**src/rtl/mem_port_arbiter_if.sv**
```systemverilog
// Bundle of fetch, load/store and memory-side signals around the unified-memory arbiter.
// The master modport is the arbiter's view; slave is the pipeline plus memory.
interface mem_port_arbiter_if #(
  parameter int XLEN   = 64,
  parameter int STRB_W = XLEN / 8
);
  logic              if_req;
  logic [XLEN-1:0]   if_addr;
  logic [31:0]       if_rdata;
  logic              if_valid;

  logic              d_req;
  logic              d_we;
  logic [XLEN-1:0]   d_addr;
  logic [XLEN-1:0]   d_wdata;
  logic [2:0]        d_funct3;
  logic [XLEN-1:0]   d_rdata;
  logic              d_valid;
  logic              d_misalign;

  logic              mem_req;
  logic              mem_we;
  logic [XLEN-1:0]   mem_addr;
  logic [XLEN-1:0]   mem_wdata;
  logic [STRB_W-1:0] mem_wstrb;
  logic              mem_gnt;
  logic              mem_rvalid;
  logic [XLEN-1:0]   mem_rdata;

  logic              stall_f;
  logic              stall_m;

  modport master (
    input  if_req, if_addr, d_req, d_we, d_addr, d_wdata, d_funct3,
    input  mem_gnt, mem_rvalid, mem_rdata,
    output if_rdata, if_valid, d_rdata, d_valid, d_misalign,
    output mem_req, mem_we, mem_addr, mem_wdata, mem_wstrb,
    output stall_f, stall_m
  );

  modport slave (
    output if_req, if_addr, d_req, d_we, d_addr, d_wdata, d_funct3,
    output mem_gnt, mem_rvalid, mem_rdata,
    input  if_rdata, if_valid, d_rdata, d_valid, d_misalign,
    input  mem_req, mem_we, mem_addr, mem_wdata, mem_wstrb,
    input  stall_f, stall_m
  );
endinterface

```
**src/rtl/mem_port_arbiter.sv**
```systemverilog
// Single-port memory arbiter between instruction fetch and the load/store unit.
// Data has priority; one transaction in flight; misaligned data accesses never reach memory.
module mem_port_arbiter #(
  parameter int XLEN   = 64,
  parameter int STRB_W = XLEN / 8
) (
  input  logic               clk,
  input  logic               reset,
  mem_port_arbiter_if.master bus
);

  typedef enum logic [1:0] {
    ST_IDLE  = 2'd0,
    ST_ISSUE = 2'd1,
    ST_WAIT  = 2'd2,
    ST_DONE  = 2'd3
  } state_e;

  typedef enum logic {
    OWN_I = 1'b0,
    OWN_D = 1'b1
  } owner_e;

  localparam logic [XLEN-1:0] DW_MASK = {{(XLEN-3){1'b1}}, 3'b000};

  function automatic logic is_misaligned(input logic [1:0] size, input logic [2:0] a);
    logic m;
    case (size)
      2'b00:   m = 1'b0;
      2'b01:   m = a[0];
      2'b10:   m = (a[1:0] != 2'b00);
      2'b11:   m = (a != 3'b000);
      default: m = 1'b0;
    endcase
    return m;
  endfunction

  function automatic logic [STRB_W-1:0] byte_strobe(input logic [1:0] size, input logic [2:0] a);
    logic [7:0] s;
    case (size)
      2'b00:   s = 8'h01 << a;
      2'b01:   s = 8'h03 << a;
      2'b10:   s = 8'h0F << a;
      2'b11:   s = 8'hFF;
      default: s = 8'h00;
    endcase
    return STRB_W'(s);
  endfunction

  state_e            state_q, state_d;
  owner_e            owner_q, owner_d;
  logic [XLEN-1:0]   addr_q, addr_d;
  logic              we_q, we_d;
  logic [STRB_W-1:0] strb_q, strb_d;
  logic [XLEN-1:0]   wdata_q, wdata_d;
  logic              wsel_q, wsel_d;
  logic              mem_req_q, mem_req_d;
  logic              if_valid_q, if_valid_d;
  logic              d_valid_q, d_valid_d;
  logic              d_misalign_q, d_misalign_d;
  logic [31:0]       if_rdata_q, if_rdata_d;
  logic [XLEN-1:0]   d_rdata_q, d_rdata_d;

  logic [2:0]        d_off_s;
  logic [5:0]        d_shift_s;

  assign d_off_s   = bus.d_addr[2:0];
  assign d_shift_s = {d_off_s, 3'b000};

  // Next-state and next-register computation for the request/issue/wait/done sequence.
  always_comb begin
    state_d      = state_q;
    owner_d      = owner_q;
    addr_d       = addr_q;
    we_d         = we_q;
    strb_d       = strb_q;
    wdata_d      = wdata_q;
    wsel_d       = wsel_q;
    if_rdata_d   = if_rdata_q;
    d_rdata_d    = d_rdata_q;
    mem_req_d    = 1'b0;
    if_valid_d   = 1'b0;
    d_valid_d    = 1'b0;
    d_misalign_d = 1'b0;

    case (state_q)
      ST_IDLE: begin
        if (bus.d_req) begin
          owner_d = OWN_D;
          if (is_misaligned(bus.d_funct3[1:0], d_off_s)) begin
            state_d      = ST_DONE;
            d_rdata_d    = '0;
            d_valid_d    = 1'b1;
            d_misalign_d = 1'b1;
          end else begin
            state_d   = ST_ISSUE;
            addr_d    = bus.d_addr & DW_MASK;
            we_d      = bus.d_we;
            strb_d    = bus.d_we ? byte_strobe(bus.d_funct3[1:0], d_off_s) : '0;
            wdata_d   = bus.d_wdata << d_shift_s;
            mem_req_d = 1'b1;
          end
        end else if (bus.if_req) begin
          state_d   = ST_ISSUE;
          owner_d   = OWN_I;
          addr_d    = bus.if_addr & DW_MASK;
          we_d      = 1'b0;
          strb_d    = '0;
          wdata_d   = '0;
          wsel_d    = bus.if_addr[2];
          mem_req_d = 1'b1;
        end else begin
          state_d = ST_IDLE;
        end
      end
      ST_ISSUE: begin
        if (bus.mem_gnt) begin
          state_d   = ST_WAIT;
          mem_req_d = 1'b0;
        end else begin
          mem_req_d = 1'b1;
        end
      end
      ST_WAIT: begin
        if (bus.mem_rvalid) begin
          state_d = ST_DONE;
          if (owner_q == OWN_I) begin
            if_rdata_d = wsel_q ? bus.mem_rdata[XLEN-1 -: 32] : bus.mem_rdata[31:0];
            if_valid_d = 1'b1;
          end else begin
            d_rdata_d = bus.mem_rdata;
            d_valid_d = 1'b1;
          end
        end else begin
          state_d = ST_WAIT;
        end
      end
      ST_DONE: begin
        state_d = ST_IDLE;
      end
      default: begin
        state_d = ST_IDLE;
      end
    endcase
  end

  // State and output registers; reset abandons any transaction in flight.
  always_ff @(posedge clk) begin
    if (reset) begin
      state_q      <= ST_IDLE;
      owner_q      <= OWN_I;
      addr_q       <= '0;
      we_q         <= 1'b0;
      strb_q       <= '0;
      wdata_q      <= '0;
      wsel_q       <= 1'b0;
      mem_req_q    <= 1'b0;
      if_valid_q   <= 1'b0;
      d_valid_q    <= 1'b0;
      d_misalign_q <= 1'b0;
      if_rdata_q   <= 32'h0000_0000;
      d_rdata_q    <= '0;
    end else begin
      state_q      <= state_d;
      owner_q      <= owner_d;
      addr_q       <= addr_d;
      we_q         <= we_d;
      strb_q       <= strb_d;
      wdata_q      <= wdata_d;
      wsel_q       <= wsel_d;
      mem_req_q    <= mem_req_d;
      if_valid_q   <= if_valid_d;
      d_valid_q    <= d_valid_d;
      d_misalign_q <= d_misalign_d;
      if_rdata_q   <= if_rdata_d;
      d_rdata_q    <= d_rdata_d;
    end
  end

  assign bus.mem_req    = mem_req_q;
  assign bus.mem_we     = we_q;
  assign bus.mem_addr   = addr_q;
  assign bus.mem_wdata  = wdata_q;
  assign bus.mem_wstrb  = strb_q;
  assign bus.if_rdata   = if_rdata_q;
  assign bus.if_valid   = if_valid_q;
  assign bus.d_rdata    = d_rdata_q;
  assign bus.d_valid    = d_valid_q;
  assign bus.d_misalign = d_misalign_q;

  // Stalls must drop in the same cycle as the completion pulse.
  assign bus.stall_f = bus.if_req & ~if_valid_q;
  assign bus.stall_m = bus.d_req & ~d_valid_q;

endmodule

```
**src/flat_wrapper.sv**
```systemverilog
// flat-port wrapper written by rule: the top's interface ports become plain ports
module mem_port_arbiter_flat 
#(
  parameter int XLEN   = 64,
  parameter int STRB_W = XLEN / 8
)
  (clk, reset, bus_if_req, bus_if_addr, bus_d_req, bus_d_we, bus_d_addr, bus_d_wdata, bus_d_funct3, bus_mem_gnt, bus_mem_rvalid, bus_mem_rdata, bus_if_rdata, bus_if_valid, bus_d_rdata, bus_d_valid, bus_d_misalign, bus_mem_req, bus_mem_we, bus_mem_addr, bus_mem_wdata, bus_mem_wstrb, bus_stall_f, bus_stall_m);
  mem_port_arbiter_if #(.XLEN(XLEN), .STRB_W(STRB_W)) bus_i ();
  input  logic clk;
  input  logic reset;
  input wire logic [$bits(bus_i.if_req)-1:0] bus_if_req;
  input wire logic [$bits(bus_i.if_addr)-1:0] bus_if_addr;
  input wire logic [$bits(bus_i.d_req)-1:0] bus_d_req;
  input wire logic [$bits(bus_i.d_we)-1:0] bus_d_we;
  input wire logic [$bits(bus_i.d_addr)-1:0] bus_d_addr;
  input wire logic [$bits(bus_i.d_wdata)-1:0] bus_d_wdata;
  input wire logic [$bits(bus_i.d_funct3)-1:0] bus_d_funct3;
  input wire logic [$bits(bus_i.mem_gnt)-1:0] bus_mem_gnt;
  input wire logic [$bits(bus_i.mem_rvalid)-1:0] bus_mem_rvalid;
  input wire logic [$bits(bus_i.mem_rdata)-1:0] bus_mem_rdata;
  output wire logic [$bits(bus_i.if_rdata)-1:0] bus_if_rdata;
  output wire logic [$bits(bus_i.if_valid)-1:0] bus_if_valid;
  output wire logic [$bits(bus_i.d_rdata)-1:0] bus_d_rdata;
  output wire logic [$bits(bus_i.d_valid)-1:0] bus_d_valid;
  output wire logic [$bits(bus_i.d_misalign)-1:0] bus_d_misalign;
  output wire logic [$bits(bus_i.mem_req)-1:0] bus_mem_req;
  output wire logic [$bits(bus_i.mem_we)-1:0] bus_mem_we;
  output wire logic [$bits(bus_i.mem_addr)-1:0] bus_mem_addr;
  output wire logic [$bits(bus_i.mem_wdata)-1:0] bus_mem_wdata;
  output wire logic [$bits(bus_i.mem_wstrb)-1:0] bus_mem_wstrb;
  output wire logic [$bits(bus_i.stall_f)-1:0] bus_stall_f;
  output wire logic [$bits(bus_i.stall_m)-1:0] bus_stall_m;
  assign bus_i.if_req = bus_if_req;
  assign bus_i.if_addr = bus_if_addr;
  assign bus_i.d_req = bus_d_req;
  assign bus_i.d_we = bus_d_we;
  assign bus_i.d_addr = bus_d_addr;
  assign bus_i.d_wdata = bus_d_wdata;
  assign bus_i.d_funct3 = bus_d_funct3;
  assign bus_i.mem_gnt = bus_mem_gnt;
  assign bus_i.mem_rvalid = bus_mem_rvalid;
  assign bus_i.mem_rdata = bus_mem_rdata;
  assign bus_if_rdata = bus_i.if_rdata;
  assign bus_if_valid = bus_i.if_valid;
  assign bus_d_rdata = bus_i.d_rdata;
  assign bus_d_valid = bus_i.d_valid;
  assign bus_d_misalign = bus_i.d_misalign;
  assign bus_mem_req = bus_i.mem_req;
  assign bus_mem_we = bus_i.mem_we;
  assign bus_mem_addr = bus_i.mem_addr;
  assign bus_mem_wdata = bus_i.mem_wdata;
  assign bus_mem_wstrb = bus_i.mem_wstrb;
  assign bus_stall_f = bus_i.stall_f;
  assign bus_stall_m = bus_i.stall_m;
  mem_port_arbiter #(.XLEN(XLEN), .STRB_W(STRB_W)) u_core (.clk(clk), .reset(reset), .bus(bus_i));
endmodule
```
**config.mk**
```make
export PLATFORM = sky130hd
export DESIGN_NAME = mem_port_arbiter_flat
export DESIGN_NICKNAME = d
export VERILOG_FILES = /design/src/rtl/mem_port_arbiter_if.sv /design/src/rtl/mem_port_arbiter.sv /design/src/flat_wrapper.sv
export SDC_FILE = /design/constraint.sdc
export NUM_CORES = 1
export LEC_CHECK = 0
export CORE_AREA = 2 2 196 198
export CTS_CLUSTER_SIZE = 16
export DETAILED_ROUTE_END_ITERATION = 8
export DIE_AREA = 0 0 198 200
export GPL_TIMING_DRIVEN = 0
export PLACE_DENSITY = 0.66
export SYNTH_ARGS = -nofsm -noshare
export SYNTH_HDL_FRONTEND = slang
export SYNTH_SLANG_ARGS = --single-unit
export TNS_END_PERCENT = 1
```
**constraint.sdc**
```tcl
create_clock -name clk -period 3.2 [get_ports clk]
set_input_delay 0.64 -clock clk [delete_from_list [all_inputs] [get_ports clk]]
set_output_delay 0.64 -clock clk [all_outputs]
set_load 0.005 [all_outputs]
```
==> impl_metrics.py, run 1 <==
metrics = {
    "synthesis": {
        "synth-edff-count": 0,
        "yosysWarnings": 0,
        "avgSynthCellArea_um2": 9.61,
        "synthDistinctLibCells": 51,
        "synth_ff_type": "dfxtp_1",
        "yosys_register_bits": 238,
        "async_flop_share": 0,
        "syn_inst": 1273,
        "netlist_area_um2": 12200,
        "yosysSeqAreaShare": 0.389,
    },
    "setup_path": {
        "critPathSlowestCell": "clkdlybuf4s50_1",
        "r2r_setup_slack_ns": 0.71,
        "path_buf_inv": 4,
        "rr_endpoint": "u_core.bus.if_rdata[12]$_SDFFE_PP0P_",
        "cp_slowest_stage_delay_ns": 0.55,
        "startpoint_type": "primary input",
        "crit_top_cell": "clkdlybuf4s50_1",
        "cp-end-kind": "output port",
        "path_class": "primary input to output port",
        "r2r_cells": 7,
        "r2r_start": "u_core.state_q[0]$_SDFFE_PP0N_",
        "cp_data_arrival_time_ns": 2.46,
        "path_max_fanout": 19,
        "path_cells": "clkdlybuf4s50_1 > buf_2 > buf_6 > nor2b_1 > clkdlybuf4s50_1",
        "cp_top_family": "buffers and inverters",
        "cp.required_ns": 2.56,
    },
    "routing": {
        "drc_errors": 0,
        "dr_total_vias": 12806,
        "ant_nets": 0,
        "wl_per_cell_um": 23.1,
        "first_pass_iters": 5,
        "via_per_inst": 5.49,
        "initialDrtViolationCount": 857,
        "wl_um": 53900,
    },
    "power_and_ir_drop": {
        "peakVddDrop_mv": 0.436,
        "leakage_uw": 0.00696,
        "p_per_area_nw_per_um2": 505,
    },
    "timing": {
        "relSlewSlack": 0.387,
        "rsz0062_at_grt": "no",
        "drv_slew": 0,
        "setup_viol": 0,
        "clock_skew_ns": 0.0234,
        "fmax_mhz": 323,
        "fin_setup_tns_ns": 0,
        "worst_pin_slew_ns": 0.916,
        "finalCriticalPeriod_ns": 3.10,
        "finalHoldViolations": 0,
        "holdWs_ns": 0.474,
        "period_share": 0.968,
    },
    "floorplanning": {
        "die_area_um2": 39600,
        "die_y_um": 200,
        "rows": 71,
        "die_width_um": 198,
        "initial_utilization": 0.327,
        "io-pin-count": 505,
        "core_area_um2": 37400,
    },
    "worst_hold_path": {
        "min_path_type": "flip-flop to flip-flop",
        "whs_path_depth": 2,
        "min_from": "u_core.bus.mem_wdata[23]$_SDFFE_PP0P_",
        "min_delay_worst_endpoint": "u_core.bus.mem_wdata[23]$_SDFFE_PP0P_",
    },
    "placement": {
        "placed_cell_area_um2": 17900,
        "dp_hpwl_um": 41800,
        "routabilityCongestion": 0.934,
        "port_buffers": 496,
    },
    "global_routing": {
        "first_global_vias": 12479,
        "grt_max_degree": 20,
        "antenna_found_initial": 3,
        "gr-usage-met2": 0.432,
        "grt_pass1_wl_um": 77100,
        "grtUsageMet1": 0.319,
        "grt_use_total": 0.254,
        "grt_util_met3": 0.0642,
        "overflow": 0,
        "busiest_layer": "met2",
    },
    "clocking": {
        "cts-root-buf": "clkbuf_16",
        "clk_pin_slew_ns": 0.06,
        "clk_latency_ns": 0.55,
        "cts.sinks": 238,
        "cts_inserted_buffers": 28,
        "htree_levels": 1,
        "post_cts_buffers": 0,
        "tritoncts": "done",
        "clock_path_buffers": 3,
    },
    "finish": {
        "nNetsFinal": 2074,
        "area_growth_pct": 53.4,
        "drive_gt1_frac": 0.0928,
        "n_fill_cell": 3522,
        "stdcell_area_um2": 18800,
    },
    "run": {
        "cap_violations": 0,
    },
    "status": {
        "status": "finished clean",
    },
}
placed cells by master, fill, tap and decap left out, drive strengths merged, types with 2 or more instances in the layout:
master         Yosys  routed
a41o               6       6
a32o              19      19
a221o             64      64
mux2               2       2
mux2i            175     175
clkbuf            72     115
o211ai             9       9
or3                3       3
or3b               2       2
buf               67      66
a21oi              8       8
a31o               8       8
nor2b              5       5
inv               13      13
nand3b            22      22
a32oi             64      64
o31ai              8       8
a22oi             25      25
clkdlybuf4s50      0     496
conb               1       3
o2bb2ai           16      16
o22ai             14      14
a211oi            96      96
nor3              36      36
dfxtp            238     238
nor2             203     203
nand3              9       9
o21ai              8       8
o2111ai            2       2
clkinv             0       7
ha                 8       8
nand2b            12      12
diode              0       2
nand2             30      30
nor3b             15      15
cells by family (layout without fill, tap and decap cells):
kind of cell	Yosys count	count (layout)	synth area share
muxes	177	177	0.145
and+or+nand+nor	342	342	0.129
adders and majority gates	8	8	0.00818
DFF	238	238	0.389
AOI/OAI and AO/OA	355	355	0.268
buffers and inverters	152	698	0.0603
other	1	5	0.000306
worst max-delay path by stage:
| stage | endpoint | from | slack (ns) | depth (start not counted) |
|---|---|---|---|---|
| 5_1_grt | bus_stall_m | bus_d_req | 0.03 | 5 |
| 6_report | bus_stall_m | bus_d_req | 0.10 | 5 |
| 4_1_cts | bus_stall_m | bus_d_req | 0.09 | 5 |
| 3_3_place_gp | bus_stall_m | bus_d_req | -0.59 | 6 |
| 3_5_place_dp | bus_stall_m | bus_d_req | -0.61 | 6 |
| 2_1_floorplan | bus_stall_m | bus_d_req | 0.99 | 4 |
layout make-up:
class                   instances  area, µm²  area share
multi-input cells             885       6740       0.359
well taps                     511        639      0.0341
flip-flops and latches        238       4760       0.254
clock inverters                 8       68.8     0.00367
inverters                      13       48.8     0.00260
plain buffers                 138        689      0.0367
repair buffers                496       4960       0.264
diodes                          2       5.00    0.000267
clock buffers                  43        848      0.0452
registers in the layout, indices dropped and copies added, names as in the netlist, 2 cells and up:
| signal | count |
|---|---|
| u_core.bus.mem_wstrb | 8 |
| u_core.bus.if_rdata | 32 |
| u_core.state_q | 2 |
| u_core.bus.mem_addr | 61 |
| u_core.bus.d_rdata | 64 |
| u_core.bus.mem_wdata | 64 |
layer usage:
metal  routed length, µm  vias up
met5                  13        -
met4                1380        2
met3                4940       84
met2               25500      623
met1               22100     6170
li1                    -     5927
cell usage after synthesis, types with 19 or more instances:
cell type	number	share of area
a32o_1	19	0.016
clkbuf_1	72	0.022
a32oi_1	64	0.046
dfxtp_1	238	0.39
nor3_1	33	0.013
buf_2	32	0.013
a211oi_2	61	0.062
nand3b_1	22	0.013
a221o_1	64	0.052
a211oi_1	35	0.021
nor2_1	202	0.062
nand2_1	30	0.0092
a22oi_1	25	0.015
mux2i_1	175	0.14
worst register-to-register path: stages, from the launching register on:
cell      delay, ns
dfxtp_1        0.33
inv_1          0.08
ha_1           0.21
nand2_1        0.12
nor2_1         0.71
clkbuf_1       0.59
nor2_1         0.11
a211oi_1       0.24
stage by stage:
stage | power (µW) | util | std cells | setup WS (ns)
global route | 9860 | 0.502 | 2334 | 0.0307
global placement | 6270 | 0.477 | 2282 | -0.593
floorplan | 4830 | - | 1275 | 0.988
finish | 9480 | 0.502 | 2334 | 0.103
CTS | 9530 | 0.502 | 2332 | 0.0911
detailed placement | 6320 | 0.477 | 2282 | -0.612
what timing repair did:
item | in CTS | in global routing
endpoints found under the setup margin | 1 | 0
hold buffers | 0 | 0
resized for setup | 1 | 0
hold endpoints to repair | 0 | 0
power by group:
part,switching [µW],leakage (µW),internal (µW)
logic,1490,0.00456,1360
clock network,1320,0.000458,1890
registers,167,0.00194,3260
total,2980,0.00696,6500
No activity file was read; power rests on OpenSTA's default activity.
==> run 2, diff against run 1 <==
- CORE_AREA: 2 2 196 198 -> 2 2 197 199
- DIE_AREA: 0 0 198 200 -> 0 0 199 201
- PLACE_DENSITY: 0.66 -> 0.68
- clock period: 3.2 -> 2.7 ns (I/O delays scaled with it)
==> run 2 against run 1 <==
Net effect:
- critical path depth grew 2
- first-iteration DRC count increased by 6.0%
- die area up 1.0%
- worst hold slack got worse by 0.046 ns
- via count rose by 1.2%
- setup slack improved by 0.024 ns
- sequential power is 19% higher
- non-clock buffer count up 2
- total power is 19% higher
- register-to-register slack worse by 0.41 ns
- clock skew fell by 0.012 ns
- core utilization decreased by 0.84 points
- critical path type is now primary input to flip-flop
- highest routed layer is now met4
==> impl_metrics.py, run 2 (synthesis gave the netlist of run 1 again) <==
metrics = {
    "setup_path": {
        "r2r_setup_slack_ns": 0.30,
        "r2r_start": "u_core.state_q[0]$_SDFFE_PP0N_",
        "path_class": "primary input to flip-flop",
        "cp_data_arrival_time_ns": 3.08,
        "path_cells": "clkdlybuf4s50_1 > inv_1 > ha_1 > or3_1 > a41oi_1 > clkbuf_1 > a32o_1",
        "cp_slowest_stage_delay_ns": 0.56,
        "crit_start": "bus_d_funct3[0]",
        "path_max_fanout": 10,
        "cp-end-kind": "flip-flop",
        "cp.required_ns": 3.21,
        "critPathSlowestCell": "clkdlybuf4s50_1",
        "rr_endpoint": "u_core.bus.if_rdata[11]$_SDFFE_PP0P_",
        "endpoint": "u_core.bus.mem_wdata[63]$_SDFFE_PP0P_",
        "startpoint_type": "primary input",
        "r2r_cells": 7,
    },
    "clocking": {
        "clk_pin_slew_ns": 0.06,
        "cts_inserted_buffers": 27,
        "clock_path_buffers": 3,
        "cts.sinks": 238,
        "clk_latency_ns": 0.56,
        "cts-root-buf": "clkbuf_16",
        "htree_levels": 1,
        "tritoncts": "done",
    },
    "global_routing": {
        "first_global_vias": 13029,
        "grt_use_total": 0.259,
        "grt_pass1_wl_um": 79800,
        "antenna_found_initial": 1,
        "overflow": 0,
        "grt_max_degree": 16,
    },
    "timing": {
        "period_share": 0.953,
        "finalCriticalPeriod_ns": 2.57,
        "holdWs_ns": 0.428,
        "setup_viol": 0,
        "clock_skew_ns": 0.0119,
        "fmax_mhz": 389,
        "relSlewSlack": 0.379,
        "fin_setup_tns_ns": 0,
        "drv_slew": 0,
        "worst_pin_slew_ns": 0.931,
        "rsz0062_at_grt": "no",
        "finalHoldViolations": 0,
    },
    "finish": {
        "drive_gt1_frac": 0.0929,
        "instances_no_fill": 2339,
        "final_cell_mix": "496 x clkdlybuf4s50_1, 238 x dfxtp_1, 202 x nor2_1",
        "layout_commonest_cell": "clkdlybuf4s50_1",
        "area_growth_pct": 53.7,
        "n_fill_cell": 3556,
        "nNetsFinal": 2075,
    },
    "floorplanning": {
        "initial_utilization": 0.321,
        "die_width_um": 199,
        "core_area_um2": 38100,
        "die_y_um": 201,
        "rows": 72,
        "io-pin-count": 505,
        "die_area_um2": 40000,
    },
    "routing": {
        "via_per_inst": 5.54,
        "dr_total_vias": 12958,
        "first_pass_iters": 5,
        "initialDrtViolationCount": 908,
        "drc_errors": 0,
        "wl_um": 54600,
        "wl_per_cell_um": 23.3,
        "ant_nets": 0,
    },
    "placement": {
        "dp.cells": 2289,
        "port_buffers": 496,
        "dp_hpwl_um": 41900,
        "routabilityCongestion": 0.924,
    },
    "worst_hold_path": {
        "min_from": "reset",
        "min_path_type": "primary input to flip-flop",
    },
    "status": {
        "status": "finished clean",
    },
    "power_and_ir_drop": {
        "leakage_uw": 0.00697,
        "p_per_area_nw_per_um2": 600,
        "peakVddDrop_mv": 0.466,
    },
    "run": {
        "cap_violations": 0,
    },
}
run 2: changes by cell type in the layout (fill, tap and decap cells not counted), moves of 2 or more:
cell        previous run  this run
clkinvlp_4             0         2
clkbuf_16             29        27
buf_4                  9        12
bufinv_16              1         3
clkbuf_8               7         5
clkinv_2               6         4
run 2: power by group:
| group | leakage (µW) | total, µW | switching, µW | internal, µW |
|---|---|---|---|---|
| logic | 0.00459 | 3390 | 1770 | 1610 |
| clock network | 0.000439 | 3830 | 1570 | 2260 |
| registers | 0.00194 | 4060 | 203 | 3860 |
run 2: worst max-delay path: cells and delay by family:
kind	cells	cell delay (ns)
simple gates	1	0.38
buf+inv	3	1.20
compound gates	2	0.68
fa+ha+maj	1	0.26
run 2: layout make-up:
type                            instances  area (µm²)  area share
Antenna cell                            1        2.50    0.000133
Multi-Input combinational cell        885        6760       0.360
Clock buffer                           38         767      0.0408
Timing Repair Buffer                  498        4980       0.265
Tap cell                              518         648      0.0345
Sequential cell                       238        4760       0.253
Clock inverter                         10         134     0.00712
Buffer                                138         701      0.0373
Inverter                               13        48.8     0.00259
run 2: repair_timing:
action	4_1_cts	5_1_grt
hold buffers	0	0
setup endpoints to repair	1	65
cloned	0	0
pin swaps	0	1
gates resized for setup	4	2
buffers inserted	2	0
hold endpoints to repair	0	0
run 2: stage by stage:
step            util  worst slack, ns  total power (µW)  area (µm²)
2_1_floorplan      -            0.608              5730       12200
3_3_place_gp   0.469           -0.872              7430       17900
4_1_cts        0.493          0.00551             11300       18800
5_1_grt        0.494           0.0210             11700       18800
3_5_place_dp   0.469           -0.847              7490       17900
6_report       0.494            0.128             11300       18800
run 2: worst min-delay path by stage:
| stage | depth (start not counted) | end |
|---|---|---|
| 5_1_grt | 1 | u_core.bus.mem_wdata[59]$_SDFFE_PP0P_ |
| 3_3_place_gp | 1 | u_core.bus.mem_wdata[61]$_SDFFE_PP0P_ |
| 2_1_floorplan | 1 | u_core.bus.mem_wstrb[0]$_SDFFE_PP0P_ |
| 6_report | 3 | u_core.bus.d_misalign$_SDFF_PP0_ |
| 3_5_place_dp | 1 | u_core.bus.mem_wdata[52]$_SDFFE_PP0P_ |
| 4_1_cts | 3 | u_core.bus.d_misalign$_SDFF_PP0_ |
run 2: metal layers:
layer	GRT usage	up-vias	share of wire
met2	0.449	675	0.48
met5	0	-	0
met1	0.316	6294	0.41
met3	0.0610	73	0.089
met4	0.0746	0	0.024
li1	-	5916	-
